## src/rtl/sensor_conditioner.sv

```systemverilog
// Vehicle detector front end: synchroniser, debouncer, request latch,
// timer tick prescaler and stuck-detector fail-safe.
module sensor_conditioner #(
  parameter int SYNC_STAGES = 2,
  parameter int DEB_CYCLES  = 8,
  parameter int DEB_W       = 4,
  parameter int TICK_DIV    = 50,
  parameter int TICK_W      = 6,
  parameter int STUCK_LIMIT = 200,
  parameter int STUCK_W     = 8
) (
  input  logic clk,
  input  logic R,
  input  logic car_raw,
  input  logic run,
  input  logic serve,
  output logic C,
  output logic EN,
  output logic det,
  output logic stuck
);

  localparam logic [DEB_W-1:0] DEB_LAST =
    DEB_W'(DEB_CYCLES - 1);
  localparam logic [TICK_W-1:0] TICK_LAST =
    TICK_W'(TICK_DIV - 1);
  localparam logic [STUCK_W-1:0] STK_MAX =
    STUCK_W'(STUCK_LIMIT);

  logic [SYNC_STAGES-1:0] sync_q;
  logic                   s_car;
  logic [DEB_W-1:0]       deb_cnt;
  logic                   det_d;
  logic                   req_q;
  logic [TICK_W-1:0]      pre_cnt;
  logic [STUCK_W-1:0]     stk_cnt;

  assign s_car = sync_q[SYNC_STAGES-1];

  always_ff @(posedge clk or posedge R) begin
    if (R) begin
      sync_q <= '0;
    end else begin
      sync_q <= {sync_q[SYNC_STAGES-2:0], car_raw};
    end
  end

  // Level changes only after DEB_CYCLES consecutive disagreeing samples
  always_ff @(posedge clk or posedge R) begin
    if (R) begin
      deb_cnt <= '0;
      det     <= 1'b0;
    end else if (s_car == det) begin
      deb_cnt <= '0;
    end else if (deb_cnt == DEB_LAST) begin
      det     <= s_car;
      deb_cnt <= '0;
    end else begin
      deb_cnt <= deb_cnt + DEB_W'(1);
    end
  end

  always_ff @(posedge clk or posedge R) begin
    if (R) begin
      det_d <= 1'b0;
      req_q <= 1'b0;
    end else begin
      det_d <= det;
      if (det && !det_d) begin
        req_q <= 1'b1;
      end else if (serve) begin
        req_q <= 1'b0;
      end
    end
  end

  always_ff @(posedge clk or posedge R) begin
    if (R) begin
      pre_cnt <= '0;
      EN      <= 1'b0;
    end else if (!run) begin
      EN <= 1'b0;
    end else if (pre_cnt == TICK_LAST) begin
      pre_cnt <= '0;
      EN      <= 1'b1;
    end else begin
      pre_cnt <= pre_cnt + TICK_W'(1);
      EN      <= 1'b0;
    end
  end

  // Ticks of continuous detection, saturating at the limit
  always_ff @(posedge clk or posedge R) begin
    if (R) begin
      stk_cnt <= '0;
    end else if (!det) begin
      stk_cnt <= '0;
    end else if (EN && (stk_cnt != STK_MAX)) begin
      stk_cnt <= stk_cnt + STUCK_W'(1);
    end
  end

  assign stuck = (stk_cnt == STK_MAX);
  assign C     = req_q | stuck;

endmodule
```

## config.mk

```make
export PLATFORM = sky130hd
export DESIGN_NAME = sensor_conditioner
export DESIGN_NICKNAME = d
export VERILOG_FILES = /design/src/rtl/sensor_conditioner.sv
export SDC_FILE = /design/constraint.sdc
export NUM_CORES = 1
export LEC_CHECK = 0
export BUFFER_PORTS_ARGS = -buffer_cell sky130_fd_sc_hd__buf_2
export CORE_AREA = 4 4 55 57
export DETAILED_ROUTE_END_ITERATION = 8
export DIE_AREA = 0 0 59 61
export PLACE_DENSITY = 0.6
export SLEW_MARGIN = 40
export SYNTH_ARGS = -nofsm -noshare
export SYNTH_HDL_FRONTEND = slang
export SYNTH_SLANG_ARGS = --single-unit
```

## constraint.sdc

```tcl
create_clock -name clk -period 1.6 [get_ports clk]
set_input_delay 0.16 -clock clk [delete_from_list [all_inputs] [get_ports clk]]
set_output_delay 0.16 -clock clk [all_outputs]
set_load 0.01 [all_outputs]
```

==> impl_metrics.env <==
export IMPL_viasPerCell=5.29
export IMPL_dpl_cell_count=143
export IMPL_r2r_start="stk_cnt[0]$_DFFE_PP0P_"
export IMPL_slew_headroom_pct=78.2
export IMPL_r2r_cells=6
export IMPL_die_h_um=61
export IMPL_p_leak_nw=0.573
export IMPL_cap_viol_max_count=0
export IMPL_drt_iter0_drc=22
export IMPL_fin_ws_ps=-136
export IMPL_synthCells=104
export IMPL_seq_area_frac_synth_pct=53.7
export IMPL_areaGrowthSynthToFinish_pct=14.3
export IMPL_drt_met1_wl_um=868
export IMPL_wl_per_cell_um=13.1
export IMPL_num_fill_cells=241
export IMPL_die_w_um=59
export IMPL_syn_nets=114
export IMPL_drive_above_1_share_pct=20.8
export IMPL_place_hpwl_mm=1.33
export IMPL_cts_root_buffer="clkbuf_4"
export IMPL_path_cells="inv_2, ha_4, and4bb_4, and4_4, or2_1, buf_2"
export IMPL_synth_area_sq_mm=0.00112
export IMPL_n_antenna_cell=0
export IMPL_die_area_sq_mm=0.00360
export IMPL_initial_core_util_pct=45.2
export IMPL_postRouteAntennaNets=0
export IMPL_path_buf_inv=2
export IMPL_cp_num_cells=6
export IMPL_yosysTopAreaCell="dfrtp_1"
export IMPL_drtPass1Iterations=4
export IMPL_place_congestion=0.733
export IMPL_violations="setup timing"
export IMPL_slowest_stage="dfrtp_1"
export IMPL_numPortBuffers=8
export IMPL_row_count=18
export IMPL_synth_edf_count=0
export IMPL_max_freq_mhz=576
export IMPL_worst_setup_path_end_kind="output port"
export IMPL_antenna_found_initial=0
export IMPL_cp_data_required_time_ps=1440
export IMPL_grt_max_degree=25
export IMPL_drc=0
export IMPL_synth_top_cell_area_share_pct=53.7
export IMPL_rrSetupSlack_ps=120
export IMPL_wl_met3_um=102
export IMPL_fin_crit_sh_pct=109
export IMPL_gr_total_overflow=0
export IMPL_synthArstFlopShare_pct=100
export IMPL_highest_layer="met4"
export IMPL_hold_depth=2
export IMPL_ys_seq_elements=24
export IMPL_worstPathArrival_ps=1580
export IMPL_cts_htree_levels=1
export IMPL_finalHoldViolations=0
export IMPL_clkSlewWorstSetupHoldPaths_ps=130
export IMPL_slowest_delay_ps=390
export IMPL_min_period_ps=1740
export IMPL_hold_path_class="input port to register"
export IMPL_core_area_sq_mm=0.00248
export IMPL_cp_max_fo=2
export IMPL_worstSetupPathType="register to output port"
export IMPL_grt_pass1_vias=805
export IMPL_slew_viol_final=0
export IMPL_grt_pass1_wl_mm=3.47
export IMPL_min_delay_worst_endpoint="req_q$_DFFE_PP0P_"
export IMPL_clk_latency_ps=310
export IMPL_clk_path_buf_depth=2
export IMPL_finalSetupViolCount=2
export IMPL_wirelength_mm=1.96
export IMPL_irDropWorstVdd_uv=834
export IMPL_power_density_mw_per_mm2=1180
export IMPL_cts_sinks=24
export IMPL_wl_met2_um=980
export IMPL_avgSynthCellArea_sq_um=10.8
export IMPL_fin_nets=132
export IMPL_worst_pin_slew_ps=324
export IMPL_grt_usage_pct=13.2
export IMPL_rsz0062_at_grt="true"
export IMPL_ys_top_cells_by_area="dfrtp_1 54%, ha_1 5.6%, nand4_1 3.4%, nor2_1 3.4%, xnor2_1 3.1%"
export IMPL_io_pins=9
export IMPL_yosys_warnings=0
export IMPL_crit_family="simple AND/OR/NAND/NOR gates"
export IMPL_outcome="complete, but fails checks"
export IMPL_synth_distinct_cells=26
export IMPL_cts_tree="built"
export IMPL_vias=793
export IMPL_hp_start="serve"
export IMPL_fin_cells=150
export IMPL_dpl_worst_slack_ps=68.5
export IMPL_rr_endpoint="stk_cnt[2]$_DFFE_PP0P_"
export IMPL_post_route_util_pct=51.6
export IMPL_worstSetupStartpointType="register"
export IMPL_cts_buffers=3
export IMPL_clock_skew_ps=11.6
export IMPL_yosys_most_used_dff="dfrtp_1"
-- worst max path at each step --
stage / to / start / slack, ps
finish: C / stk_cnt[0]$_DFFE_PP0P_ / -140
global route: C / stk_cnt[0]$_DFFE_PP0P_ / -250
CTS: C / stk_cnt[0]$_DFFE_PP0P_ / -170
detailed placement: C / stk_cnt[0]$_DFFE_PP0P_ / 70
global placement: C / stk_cnt[0]$_DFFE_PP0P_ / 120
floorplan: C / stk_cnt[0]$_DFFE_PP0P_ / 100
-- logic make-up after synthesis --
group / share of synthesized area (%)
DFF: 53.7
xor gates and xnor gates: 6.26
adders and majority gates: 5.59
buffers and inverters: 4.36
AOI/OAI and AO/OA: 7.61
muxes: 3.69
and+or+nand+nor: 18.8
-- final cells by class --
class / instances / area (sq um) / share of cell area (%)
clock buffers: 3 / 22.5 / 1.76
inverters: 8 / 30.0 / 2.35
multi-input cells: 69 / 483 / 37.8
flip-flops and latches: 24 / 601 / 47.0
well taps: 30 / 37.5 / 2.94
repair buffers: 16 / 105 / 8.22
-- layer usage --
metal,global-route usage (%),vias to the layer above
li1,-,389
met1,15.5,385
met2,22.6,17
met3,4.89,2
met4,3.88,0
met5,0,-
-- power breakdown --
group,total [mW],internal [mW],switching (mW)
combinational,0.356,0.174,0.182
clock,0.256,0.0879,0.168
sequential,0.891,0.750,0.141
-- cell usage in the layout (no fill, tap or decap) --
| master | instances |
|---|---|
| xor2_1 | 4 |
| mux2_2 | 1 |
| nand2_1 | 9 |
| a211oi_1 | 1 |
| nor3_1 | 2 |
| a311o_1 | 1 |
| ha_1 | 4 |
| a41oi_2 | 1 |
| nand4_2 | 1 |
| clkbuf_4 | 3 |
| a21oi_1 | 5 |
| mux2i_1 | 3 |
| and4_4 | 1 |
| ha_4 | 1 |
| nand3_1 | 3 |
| buf_2 | 8 |
| xnor2_1 | 4 |
| or3_1 | 4 |
| nor2_1 | 10 |
| dfrtp_1 | 24 |
| inv_1 | 6 |
| or2_1 | 1 |
| inv_2 | 2 |
| o21ai_0 | 4 |
| o22ai_1 | 1 |
| and4bb_4 | 1 |
| dlygate4sd3_1 | 2 |
| nand4_1 | 6 |
| nor2b_1 | 1 |
| buf_4 | 6 |
-- sequential cells by signal (all words and copies together) (netlist names) --
name     count
pre_cnt      6
stk_cnt      8
sync_q       2
det_d        1
deb_cnt      4
req_q        1
det          1
EN           1
-- stage by stage --
stage	hold slack, ps	area, sq um	setup TNS (ps)	total power [mW]
2_1_floorplan	175	1120	0	1.16
3_3_place_gp	217	1210	0	1.25
3_5_place_dp	224	1210	0	1.26
4_1_cts	4.67	1280	-225	1.53
5_1_grt	2.68	1280	-391	1.65
6_report	20.5	1280	-179	1.50
-- cells in the mapped netlist (2+ instances only) --
master   instances
nand4_1          6
xnor2_1          4
ha_1             5
or3_1            4
nor2_1          10
nand3_1          3
buf_4            2
nand2_1          9
nor3_1           2
xor2_1           4
mux2i_1          3
a21oi_1          5
o21ai_0          4
inv_1            8
dfrtp_1         24
-- what timing repair did --
action / 4_1_cts / 5_1_grt
hold buffers: 2 / 0
pin swaps: 3 / 1
cloned: 0 / 0
hold endpoints to repair: 25 / 0
resized for setup: 5 / 0
setup endpoints to repair: 2 / 2
buffers inserted: 2 / 0
No activity file was read; power rests on OpenSTA's default activity.
